===== src/rtl/fir_block_scheduler.sv =====
// Block sequencer for a 3-lane parallel FIR: packs a serial stream into 3-sample blocks,
// tracks them through the fixed filter latency, buffers the results and re-serialises them.
module fir_block_scheduler #(
  parameter int DATA_W      = 32,
  parameter int OUT_W       = 64,
  parameter int LATENCY     = 102,
  parameter int OBUF_BLOCKS = 4
) (
  input  logic                     clk,
  input  logic                     rst,
  input  logic                     s_valid,
  input  logic signed [DATA_W-1:0] s_data,
  output logic                     s_ready,
  input  logic                     flush,
  output logic signed [DATA_W-1:0] f_x0,
  output logic signed [DATA_W-1:0] f_x1,
  output logic signed [DATA_W-1:0] f_x2,
  input  logic signed [OUT_W-1:0]  f_y0,
  input  logic signed [OUT_W-1:0]  f_y1,
  input  logic signed [OUT_W-1:0]  f_y2,
  output logic                     m_valid,
  output logic signed [OUT_W-1:0]  m_data,
  output logic                     m_last,
  input  logic                     m_ready,
  output logic                     busy
);

  localparam int CW = $clog2(OBUF_BLOCKS + 2);
  localparam int AW = (OBUF_BLOCKS > 1) ? $clog2(OBUF_BLOCKS) : 1;
  localparam int EW = 3 * OUT_W + 2;

  typedef enum logic {ST_COLLECT, ST_FLUSH} state_t;

  state_t                     r_state, w_state_nxt;
  logic [1:0]                 r_cnt, w_cnt_nxt;
  logic signed [DATA_W-1:0]   r_lane0, r_lane1;
  logic                       r_run;
  logic                       w_credit_ok, w_accept, w_issue, w_issue_flush;

  logic                       r_vld_p0;
  logic [1:0]                 r_rc_p0;
  logic [LATENCY-1:0]         r_vsr;
  logic [1:0]                 r_rcsr [LATENCY];

  logic [CW-1:0]              w_in_flight, r_fcnt;
  logic [CW:0]                w_occ;
  logic [EW-1:0]              r_mem [OBUF_BLOCKS];
  logic [AW-1:0]              r_wptr, r_rptr;
  logic [1:0]                 r_sel;
  logic                       w_push, w_pop, w_hs, w_blk_end;
  logic [EW-1:0]              w_head;
  logic [1:0]                 w_head_rc;

  function automatic logic [AW-1:0] ptr_inc(input logic [AW-1:0] p);
    if (p == AW'(OBUF_BLOCKS - 1)) return '0;
    return p + AW'(1);
  endfunction

  // The block being presented this cycle counts as in flight alongside the tracking bits.
  always_comb begin
    w_in_flight = CW'(r_vld_p0);
    for (int i = 0; i < LATENCY; i++) w_in_flight = w_in_flight + CW'(r_vsr[i]);
  end

  assign w_occ       = {1'b0, w_in_flight} + {1'b0, r_fcnt};
  assign w_credit_ok = (w_occ < (CW+1)'(OBUF_BLOCKS));

  always_comb begin
    w_state_nxt   = r_state;
    w_cnt_nxt     = r_cnt;
    s_ready       = 1'b0;
    w_accept      = 1'b0;
    w_issue       = 1'b0;
    w_issue_flush = 1'b0;
    case (r_state)
      ST_COLLECT: begin
        s_ready  = r_run & w_credit_ok;
        w_accept = s_valid & s_ready;
        if (w_accept) begin
          if (r_cnt == 2'd2) begin
            w_issue   = 1'b1;
            w_cnt_nxt = 2'd0;
          end else begin
            w_cnt_nxt = r_cnt + 2'd1;
          end
        end else if (flush && (r_cnt != 2'd0)) begin
          w_state_nxt = ST_FLUSH;
        end
      end
      ST_FLUSH: begin
        if (w_credit_ok) begin
          w_issue       = 1'b1;
          w_issue_flush = 1'b1;
          w_cnt_nxt     = 2'd0;
          w_state_nxt   = ST_COLLECT;
        end
      end
      default: w_state_nxt = ST_COLLECT;
    endcase
  end

  always_ff @(posedge clk or negedge rst) begin
    if (!rst) begin
      r_state <= ST_COLLECT;
      r_cnt   <= 2'd0;
      r_run   <= 1'b0;
    end else begin
      r_state <= w_state_nxt;
      r_cnt   <= w_cnt_nxt;
      r_run   <= 1'b1;
    end
  end

  // Stage p0: lanes presented to the filter for exactly one cycle per block.
  always_ff @(posedge clk or negedge rst) begin
    if (!rst) begin
      f_x0     <= '0;
      f_x1     <= '0;
      f_x2     <= '0;
      r_vld_p0 <= 1'b0;
    end else begin
      r_vld_p0 <= w_issue;
      if (w_issue) begin
        f_x0 <= r_lane0;
        f_x1 <= (w_issue_flush && (r_cnt < 2'd2)) ? '0 : r_lane1;
        f_x2 <= w_issue_flush ? '0 : s_data;
      end else begin
        f_x0 <= '0;
        f_x1 <= '0;
        f_x2 <= '0;
      end
    end
  end

  // Latency tracking: the tail bit lines up with valid results on f_y*.
  always_ff @(posedge clk or negedge rst) begin
    if (!rst) begin
      r_vsr <= '0;
    end else begin
      r_vsr[0] <= r_vld_p0;
      for (int i = 1; i < LATENCY; i++) r_vsr[i] <= r_vsr[i-1];
    end
  end

  assign w_push = r_vsr[LATENCY-1];

  always_ff @(posedge clk) begin
    if (w_accept && (r_cnt == 2'd0)) r_lane0 <= s_data;
    if (w_accept && (r_cnt == 2'd1)) r_lane1 <= s_data;
    r_rc_p0   <= w_issue_flush ? r_cnt : 2'd3;
    r_rcsr[0] <= r_rc_p0;
    for (int i = 1; i < LATENCY; i++) r_rcsr[i] <= r_rcsr[i-1];
    if (w_push) r_mem[r_wptr] <= {r_rcsr[LATENCY-1], f_y2, f_y1, f_y0};
  end

  // Output stage: head block is walked lane by lane and popped after its last real sample.
  assign w_head    = r_mem[r_rptr];
  assign w_head_rc = w_head[EW-1 -: 2];
  assign m_valid   = (r_fcnt != '0);
  assign w_hs      = m_valid & m_ready;
  assign w_blk_end = (r_sel == (w_head_rc - 2'd1));
  assign w_pop     = w_hs & w_blk_end;
  assign m_last    = m_valid & (w_head_rc != 2'd3) & w_blk_end;

  always_comb begin
    m_data = '0;
    if (m_valid) begin
      case (r_sel)
        2'd0:    m_data = $signed(w_head[OUT_W-1:0]);
        2'd1:    m_data = $signed(w_head[2*OUT_W-1:OUT_W]);
        default: m_data = $signed(w_head[3*OUT_W-1:2*OUT_W]);
      endcase
    end
  end

  always_ff @(posedge clk or negedge rst) begin
    if (!rst) begin
      r_fcnt <= '0;
      r_wptr <= '0;
      r_rptr <= '0;
      r_sel  <= 2'd0;
    end else begin
      if (w_push) r_wptr <= ptr_inc(r_wptr);
      if (w_pop)  r_rptr <= ptr_inc(r_rptr);
      case ({w_push, w_pop})
        2'b10:   r_fcnt <= r_fcnt + CW'(1);
        2'b01:   r_fcnt <= r_fcnt - CW'(1);
        default: r_fcnt <= r_fcnt;
      endcase
      if (w_pop)      r_sel <= 2'd0;
      else if (w_hs)  r_sel <= r_sel + 2'd1;
    end
  end

  assign busy = (r_cnt != 2'd0) | (r_state == ST_FLUSH) | (w_in_flight != '0) | (r_fcnt != '0);

  a_no_overflow: assert property (@(posedge clk) disable iff (!rst)
    w_push |-> (r_fcnt < CW'(OBUF_BLOCKS)));

endmodule


===== config.mk =====
export PLATFORM = sky130hd
export DESIGN_NAME = fir_block_scheduler
export DESIGN_NICKNAME = d
export VERILOG_FILES = /design/src/rtl/fir_block_scheduler.sv
export SDC_FILE = /design/constraint.sdc
export NUM_CORES = 1
export LEC_CHECK = 0
export BUFFER_PORTS_ARGS = -buffer_cell sky130_fd_sc_hd__buf_2
export CAP_MARGIN = 10
export CORE_MARGIN = 1.5
export CORE_UTILIZATION = 50
export CTS_BUF_LIST = sky130_fd_sc_hd__clkbuf_8 sky130_fd_sc_hd__clkbuf_16
export DETAILED_ROUTE_END_ITERATION = 8
export PLACE_DENSITY = 0.69
export SLEW_MARGIN = 20
export SYNTH_ARGS = -nofsm -noshare
export SYNTH_HDL_FRONTEND = slang
export SYNTH_SLANG_ARGS = --single-unit
export TNS_END_PERCENT = 100

===== constraint.sdc =====
create_clock -name clk -period 18.6 [get_ports clk]
set_input_delay 3.72 -clock clk [delete_from_list [all_inputs] [get_ports clk]]
set_output_delay 3.72 -clock clk [all_outputs]
set_load 0.01 [all_outputs]

==> impl_metrics.toml, run 1 <==
[critical_path]
cpLargestDelayFamily = "adder cells"
cp_slowest_cell = "fa_1"
crit_buf_inv = 5
critPathRequiredTime_ns = 14.88
ff2ff_setup_slack_ns = 9.46
startpoint_type = "flop"
slowest_delay_ns = 0.54
worst_path_most_repeated_cell = "fa_1"
crit_fanout = 4
critPathKind = "reg2out"
crit_path_end_kind = "output port"
cp.arrival_ns = 8.67
path_cells = "fa_1 > inv_1 > fa_1 > inv_1 > fa_1 > inv_1 > fa_1 > fa_1 > fa_1 > fa_1 > fa_1 > fa_1 > fa_1 > fa_1 > xnor2_1 > xnor2_1 > xnor3_1 > xnor3_1 > inv_1 > ha_1 > nor3_4 > o21ai_2 > nor3b_1 > buf_2"

[detailed_routing]
routed.top_layer = "met5"
viasPerCell = 5.284
drt_iter0_drc = 1546
route.vias.total = 20320
ant_nets = 0
wl_met1_mm = 35.93
firstDrtPassIters = 5
post-route-drc-count = 0
wl_met2_mm = 42.12
wl_per_cell_microns = 22.68
wl_met3_mm = 6.820
wirelength_mm = 87.21

[logic_synthesis]
synth_seq_cells = 1258
yosysTopAreaCellShare = 0.5756
yosys_warnings = 0
ys_seq_area_frac = 0.7907
syn-cell-area_sq_um = 43820
synth_cells = 2113
synth_nets = 2433
avgSynthCellArea_sq_um = 20.74
yosys.area.top_type = "edfxtp_1"
ys_top_cells_by_area = "edfxtp_1 (58%), dfrtp_1 (12%), mux4_2 (10%)"
yosysUniqueCellTypes = 41

[timing]
fin_crit_ns = 12.39
rsz0062_at_grt = "no"
period_share = 0.6661
maxSlewViolCount = 0
timing_hold_violations_final = 0
final-setup-viol-count = 0
skew_ns = 0.02303
maxSlewHeadroom = 0.3169
fin_ws_ns = 6.211
fmax_ghz = 0.08072
worst_pin_slew_ns = 1.025
whs_ns = 0.3151
fin_tns_setup_ns = 0

[min_path]
hold_class = "reg2reg"

[grt]
grt_pass1_vias = 22520
overflow = 0
antenna_found_initial = 27
grt_pass1_wl_mm = 134.8
track_usage = 0.1991
grt_max_degree = 153

[clock_tree]
htreeDepth = 3
path_clk_slew_ns = 0.06
cts_max_path_buffers = 3
worstSkewPairLatency_ns = 0.70
cts_root_buf = "clkbuf_16"
cts_resized = 0
post_cts_buffers = 0
cts_hold_buf = 0
numCtsBuffers = 121
cts_tree = "yes"
clock_sinks = 1258

[floorplanning]
die_x_microns = 299.1
fp-row-count = 108
core_sq_um = 86750
initial_core_util = 0.5052
ioPinCount = 393
die_area_sq_um = 89430
die_h_microns = 299.1

[placed_design]
hpwl_mm = 51.84
placed_cells = 3605
io_buffer_count = 392
gp_congestion = 0.8253
placed_cell_area_sq_um = 47140
post-place-ws_ns = 6.909

[power_and_ir_drop]
p_per_area_nw_per_um2 = 167.2
ir_drop_mv = 0.3192
leakage_nw = 19.22

[finish]
design_area_sq_um = 51340
drive_gt1_frac = 0.3056
fill_cells = 6354
fin_cells = 3845
finalNetCount = 2893
syn2layout_area_growth_pct = 17.14

[run]
maxCapViolations = 0

[status]
status = "finished clean"
-- cells in the final DEF (no fill, tap or decap), types with 3 or more instances in the layout --
cell        instances
fa_1               74
o21a_1              3
inv_6               3
nor2_1              5
inv_1             138
o21ai_0             5
edfxtp_1          840
bufinv_16          13
dfxtp_1           206
buf_2             391
xor2_1              5
a22oi_1            64
nand2_1            73
clkinvlp_4          7
buf_4              24
dfrtp_1           210
inv_4               5
a21oi_1            64
clkinv_2           17
nor3_2              3
and2_4              4
inv_16              3
nand3_1             3
clkinv_1           25
mux4_2            194
clkbuf_8            6
diode_2            10
ha_1               15
xnor2_1            22
and2_1             96
clkbuf_16         131
-- final timing paths --
path                                    from  depth (start not counted)           end
max in group asynchronous                rst                          2      f_x1[18]
worst max register to register     r_vsr[58]                         25       f_x2[2]
min in group asynchronous                rst                          1      f_x2[22]
worst max-delay path               r_vsr[58]                         24       s_ready
worst min-delay path            r_rcsr[6][6]                          0  r_rcsr[6][8]
worst min register to register  r_rcsr[6][6]                          0  r_rcsr[6][8]
-- area by class of cell --
cell class	count	area (sq um)	share of cell area
Timing Repair Buffer	419	2202	0.04290
Tap cell	1155	1445	0.02815
Multi-Input combinational cell	655	8391	0.1634
Inverter	118	442.9	0.008628
Clock buffer	136	3347	0.06520
Clock inverter	94	823.3	0.01604
Antenna cell	10	25.02	0.0004874
Sequential cell	1258	34660	0.6752
-- flip-flops by register name, summed over array words and instances (netlist names) --
| signal | cells |
|---|---|
| r_mem | 776 |
| r_rcsr | 204 |
| r_vsr | 102 |
| f_x0 | 32 |
| f_x1 | 32 |
| f_x2 | 32 |
| r_lane0 | 32 |
| r_lane1 | 32 |
| r_fcnt | 3 |
| r_cnt | 2 |
| r_rc_p0 | 2 |
| r_rptr | 2 |
| r_sel | 2 |
| r_wptr | 2 |
| r_run | 1 |
| r_state | 1 |
| r_vld_p0 | 1 |
-- synth_stat cells, drive strengths merged --
cell / instances
nor4: 1
a21oi: 64
nand3b: 1
nor3b: 2
xnor2: 23
dfxtp: 206
nand2: 74
mux2i: 1
mux2: 2
a41oi: 1
o21a: 3
o21ai: 6
nor3: 5
and2: 100
nand3: 3
edfxtp: 840
xnor3: 2
a21o: 2
ha: 17
fa: 74
xor2: 5
clkbuf: 36
a22oi: 64
nor2: 7
inv: 118
dfrtp: 212
or3: 2
mux4: 194
nand2b: 1
conb: 1
buf: 46
-- cell families (layout without fill, tap and decap cells) --
family                   after synthesis  in the layout  share of synthesized area
flip-flops                          1258           1258                     0.7907
buffers and inverters                200            767                    0.01913
multiplexers                         197            197                     0.1004
AND/OR/NAND/NOR                      196            196                    0.02407
AO/OA/AOI/OAI                        140            140                    0.02010
adder cells (fa/ha/maj)               91             91                    0.03866
XOR/XNOR                              30             30                   0.006795
other                                  1             11                 0.00008557
-- routing by layer --
metal  vias up  global-route usage
met2       623              0.3176
met1     10580              0.2660
met3       175             0.05914
met5         -                   0
met4        38             0.06301
li1       8905                   -
-- stage by stage --
step / utilization / power, W
4_1_cts: 0.5914 / 0.008701
3_3_place_gp: 0.5434 / 0.006113
3_5_place_dp: 0.5434 / 0.006176
5_1_grt: 0.5916 / 0.009066
2_1_floorplan: - / 0.005306
6_report: 0.5918 / 0.008581
-- where the power goes --
part / total [W] / switching (W) / internal, W
combinational: 0.00278 / 0.00155 / 0.00123
sequential: 0.00330 / 0.000102 / 0.00319
clock: 0.00250 / 0.00103 / 0.00147
total: 0.00858 / 0.00268 / 0.00590
Power figures use the tool's default switching activity.
==> inputs of run 2 (changes only) <==
--- a/config.mk
+++ b/config.mk
@@ -11,7 +11,7 @@
 export CORE_UTILIZATION = 50
 export CTS_BUF_LIST = sky130_fd_sc_hd__clkbuf_8 sky130_fd_sc_hd__clkbuf_16
 export DETAILED_ROUTE_END_ITERATION = 8
-export PLACE_DENSITY = 0.69
+export PLACE_DENSITY = 0.72
 export SLEW_MARGIN = 20
 export SYNTH_ARGS = -nofsm -noshare
 export SYNTH_HDL_FRONTEND = slang
==> constraint.sdc (replaced) <==
create_clock -name clk -period 11.19 [get_ports clk]
set_input_delay 2.238 -clock clk [delete_from_list [all_inputs] [get_ports clk]]
set_output_delay 2.238 -clock clk [all_outputs]
set_load 0.01 [all_outputs]
==> impl_metrics.toml, run 2 (synthesized netlist as in run 1, its figures left out) <==
[detailed_routing]
ant_nets = 0
wl_per_cell_microns = 22.53
route.vias.total = 20600
viasPerCell = 5.343
post-route-drc-count = 0
drt_iter0_drc = 1368
firstDrtPassIters = 5
wirelength_mm = 86.88

[grt]
track_usage = 0.1993
antenna_found_initial = 20
grt_max_degree = 152
grt_pass1_vias = 22800
grt_pass1_wl_mm = 134.4
overflow = 0

[floorplanning]
ioPinCount = 393
die_h_microns = 299.1
die_x_microns = 299.1
initial_core_util = 0.5052
fp-row-count = 108
core_sq_um = 86750
die_area_sq_um = 89430

[finish]
layout_common_cells = "edfxtp_1 (840), buf_2 (390), dfrtp_1 (210), dfxtp_1 (206), mux4_2 (194)"
layout_commonest_cell = "edfxtp_1"
syn2layout_area_growth_pct = 17.47
drive_gt1_frac = 0.3069
fin_cells = 3856
largestRegisters = "r_mem (776), r_rcsr (204), r_vsr (102)"
top_register = "r_mem"
finalNetCount = 2903
largest_register_ffs = 776

[min_path]
hold_class = "reg2reg"

[timing]
fmax_ghz = 0.09272
worst_pin_slew_ns = 1.223
fin_ws_ns = 0.4049
fin_crit_ns = 10.79
fin_tns_setup_ns = 0
rsz0062_at_grt = "no"
maxSlewHeadroom = 0.1845
final-setup-viol-count = 0
period_share = 0.9638
timing_hold_violations_final = 0
skew_ns = 0.02207
maxSlewViolCount = 0

[critical_path]
critPathRequiredTime_ns = 8.95
crit_path_end_kind = "output port"
critPathKind = "reg2out"
cp.arrival_ns = 8.55
crit_fanout = 4
startpoint_type = "flop"

[placed_design]
post-place-ws_ns = 1.037
gp_congestion = 0.8247
placed_cells = 3605
io_buffer_count = 392
hpwl_mm = 52.29

[run]
maxCapViolations = 0

[power_and_ir_drop]
p_per_area_nw_per_um2 = 280.0
leakage_nw = 19.36
p_total_w = 0.01441
ir_drop_mv = 0.6884

[clock_tree]
cts_root_buf = "clkbuf_16"
numCtsBuffers = 131
post_cts_buffers = 0
htreeDepth = 4
clock_sinks = 1258
path_clk_slew_ns = 0.06
cts_max_path_buffers = 3
cts_tree = "yes"
worstSkewPairLatency_ns = 0.73

[status]
status = "finished clean"
-- run 2: critical path, stage by stage, from the launching register on --
cell and delay (ns):
dfrtp_1 0.34, inv_1 0.06, fa_1 0.54, inv_1 0.05
fa_1 0.48, inv_1 0.06, fa_1 0.51, inv_1 0.05
fa_1 0.48, inv_1 0.05, fa_1 0.53, fa_1 0.43
fa_1 0.46, fa_1 0.52, fa_1 0.44, fa_2 0.36
fa_1 0.44, xnor2_1 0.19, xnor2_1 0.14, xnor3_1 0.42
xnor3_1 0.25, inv_1 0.06, ha_1 0.30, nor3_4 0.22
o21ai_2 0.11, nor3b_2 0.16, buf_4 0.16
-- run 2: through the flow --
| step | cell area (sq um) | util | hold WS [ns] |
|---|---|---|---|
| 2_1_floorplan | 43820 | - | 0.3096 |
| 3_3_place_gp | 47150 | 0.5435 | 0.3135 |
| 3_5_place_dp | 47150 | 0.5435 | 0.3121 |
| 4_1_cts | 51450 | 0.5930 | 0.3105 |
| 5_1_grt | 51470 | 0.5932 | 0.3208 |
| 6_report | 51480 | 0.5934 | 0.3142 |
-- run 2: cell type report --
type                            instances  area, sq um
Multi-Input combinational cell        655         8398
Inverter                              118        442.9
Clock inverter                         99        809.5
Timing Repair Buffer                  419         2213
Tap cell                             1155         1445
Fill cell                            6257        35270
Antenna cell                           10        25.02
Clock buffer                          142         3486
Sequential cell                      1258        34660
-- run 2: path summary, 6_finish.rpt --
path	from	endpoint	slack [ns]	depth (start not counted)
worst max-delay path	r_vsr[34]	s_ready	0.40	26
worst max register to register	r_vsr[34]	f_x2[16]	2.02	27
worst min register to register	r_rcsr[9][0]	r_rcsr[9][2]	0.31	0
worst min-delay path	r_rcsr[9][0]	r_rcsr[9][2]	0.31	0
max in group asynchronous	rst	f_x1[2]	8.26	2
min in group asynchronous	rst	f_x2[27]	1.52	1
-- run 2: what timing repair did --
action / CTS / global route
hold buffers: 0 / 0
gates resized for setup: 0 / 3
setup endpoints to repair: 0 / 1
-- run 2: routing by layer --
| layer | wire length, microns | vias to the layer above | track usage |
|---|---|---|---|
| met1 | 35030 | 10740 | 0.2569 |
| met4 | 1688 | 20 | 0.06253 |
| met5 | 126 | - | 0 |
| li1 | - | 8941 | - |
| met2 | 42780 | 745 | 0.3234 |
| met3 | 7250 | 154 | 0.06538 |
-- run 2: where the power goes --
group	total (W)	internal [W]	switching (W)
Clock	0.00422	0.00245	0.00177
Combinational	0.00472	0.00209	0.00262
Sequential	0.00547	0.00531	0.000164
==> inputs of run 3 (changes only) <==
--- a/config.mk
+++ b/config.mk
@@ -9,11 +9,11 @@
 export CAP_MARGIN = 10
 export CORE_MARGIN = 1.5
 export CORE_UTILIZATION = 50
-export CTS_BUF_LIST = sky130_fd_sc_hd__clkbuf_8 sky130_fd_sc_hd__clkbuf_16
+export CTS_BUF_LIST = sky130_fd_sc_hd__clkbuf_8
 export DETAILED_ROUTE_END_ITERATION = 8
 export PLACE_DENSITY = 0.72
 export SLEW_MARGIN = 20
 export SYNTH_ARGS = -nofsm -noshare
 export SYNTH_HDL_FRONTEND = slang
 export SYNTH_SLANG_ARGS = --single-unit
-export TNS_END_PERCENT = 100
+export TNS_END_PERCENT = 1
==> impl_metrics.toml, run 3 (synthesized netlist as in run 1, its figures left out) <==
[status]
status = "finished clean"

[power_and_ir_drop]
p_seq_frac = 0.398
leakage_nw = 19.25
combPwrFrac = 0.344
p_total_w = 0.01376
p_sw_w = 0.004538
internal_power_w = 0.009227
ir_drop_mv = 0.6792
clkPwrFrac = 0.258
netSwitchingFraction = 0.3297
p_per_area_nw_per_um2 = 270.6

[timing]
whs_ns = 0.2970
final-setup-viol-count = 0
fin_tns_setup_ns = 0
maxSlewViolCount = 0
fin_crit_ns = 10.80
rsz0062_at_grt = "no"
fin_ws_ns = 0.3916
worst_pin_slew_ns = 1.188
fmax_ghz = 0.09261
period_share = 0.9650
skew_ns = 0.03695
timing_hold_violations_final = 0
maxSlewHeadroom = 0.2081

[critical_path]
startpoint_type = "flop"
crit_fanout = 4
cpLargestDelayFamily = "adder cells"
worst_path_most_repeated_cell = "fa_1"
cp.arrival_ns = 8.56
cp_slowest_cell = "fa_1"
slowest_delay_ns = 0.54
crit_path_end_kind = "output port"
critPathKind = "reg2out"
crit_buf_inv = 7
critPathRequiredTime_ns = 8.95

[clock_tree]
cts_root_buf = "clkbuf_8"
htreeDepth = 4
cts_hold_buf = 0
clock_sinks = 1258
cts_max_path_buffers = 3
post_cts_buffers = 0
path_clk_slew_ns = 0.06
numCtsBuffers = 190
worstSkewPairLatency_ns = 0.84
cts_tree = "yes"

[detailed_routing]
drt_iter0_drc = 1327
wl_per_cell_microns = 21.86
viasPerCell = 5.254
post-route-drc-count = 0
wirelength_mm = 86.64
ant_nets = 0
route.vias.total = 20830
firstDrtPassIters = 7

[placed_design]
gp_congestion = 0.8247
placed_cells = 3605
post-place-ws_ns = 1.037
io_buffer_count = 392
hpwl_mm = 52.29

[run]
maxCapViolations = 0

[finish]
largestRegisters = "r_mem (776), r_rcsr (204), r_vsr (102)"
largest_register_ffs = 776
layout_common_cells = "edfxtp_1 (840), buf_2 (390), dfrtp_1 (210), clkbuf_8 (209), dfxtp_1 (206)"
drive_gt1_frac = 0.3172
layout_commonest_cell = "edfxtp_1"
fill_cells = 6405
syn2layout_area_growth_pct = 16.07
finalNetCount = 2962
fin_cells = 3964
seq_area_sq_um = 34660
multiInputGateArea_sq_um = 8406
top_register = "r_mem"

[floorplanning]
die_x_microns = 299.1
core_sq_um = 86750
fp-row-count = 108
initial_core_util = 0.5052
die_area_sq_um = 89430
ioPinCount = 393
die_h_microns = 299.1

[grt]
grt_max_degree = 152
antenna_found_initial = 24
track_usage = 0.1986
overflow = 0
grt_pass1_vias = 23260
grt_pass1_wl_mm = 134.0

[min_path]
hold_class = "reg2reg"
run 3: changes by cell type in the layout (fill, tap and decap cells not counted), moves of 2 or more:
| cell | delta |
|---|---|
| clkinv_1 | +12 |
| clkbuf_16 | -136 |
| inv_8 | +4 |
| inv_6 | -4 |
| bufinv_16 | -3 |
| inv_16 | -4 |
| inv_1 | +31 |
| diode_2 | +6 |
| clkinv_16 | -2 |
| clkbuf_8 | +202 |
| inv_12 | +4 |
run 3: cell type report:
cell class / count / area share
diodes: 16 / 0.0007871
clock buffers: 208 / 0.05628
clock inverters: 135 / 0.01569
inverters: 118 / 0.008707
multi-input cells: 655 / 0.1652
flip-flops and latches: 1258 / 0.6814
well taps: 1155 / 0.02841
repair buffers: 419 / 0.04351
run 3: worst paths after layout:
check	from	endpoint	slack, ns	cells after the start
hold / removal	r_rcsr[6][4]	r_rcsr[6][6]	0.30	0
setup reg to reg	r_vsr[34]	f_x2[16]	2.11	27
hold reg to reg	r_rcsr[6][4]	r_rcsr[6][6]	0.30	0
setup / recovery	r_vsr[34]	s_ready	0.39	26
max in group asynchronous	rst	f_x1[6]	8.36	2
min in group asynchronous	rst	f_x0[27]	1.40	1
run 3: power by group through the flow:
stage	clock network (W)	logic (W)	registers (W)
finish	0.00356	0.00473	0.00547
global route	0.00385	0.00520	0.00551
CTS	0.00366	0.00474	0.00548
detailed placement	0	0.00470	0.00557
global placement	0	0.00461	0.00556
floorplan	0	0.00333	0.00549
run 3: per-stage QoR:
step / instance area [sq um] / util
6_report: 50870 / 0.5864
5_1_grt: 50840 / 0.5860
4_1_cts: 50820 / 0.5858
3_5_place_dp: 47150 / 0.5435
3_3_place_gp: 47150 / 0.5435
2_1_floorplan: 43820 / -
run 3: metal layers:
| layer | routed length (microns) | global-route usage | up-vias |
|---|---|---|---|
| li1 | - | - | 9077 |
| met2 | 42850 | 0.3248 | 715 |
| met5 | 186 | 0 | - |
| met4 | 2008 | 0.07299 | 26 |
| met1 | 34450 | 0.2492 | 10830 |
| met3 | 7136 | 0.06494 | 179 |
run 3: what timing repair did:
action / in CTS / in global routing
pin swaps: 2 / 2
setup endpoints to repair: 1 / 1
gates resized for setup: 1 / 3
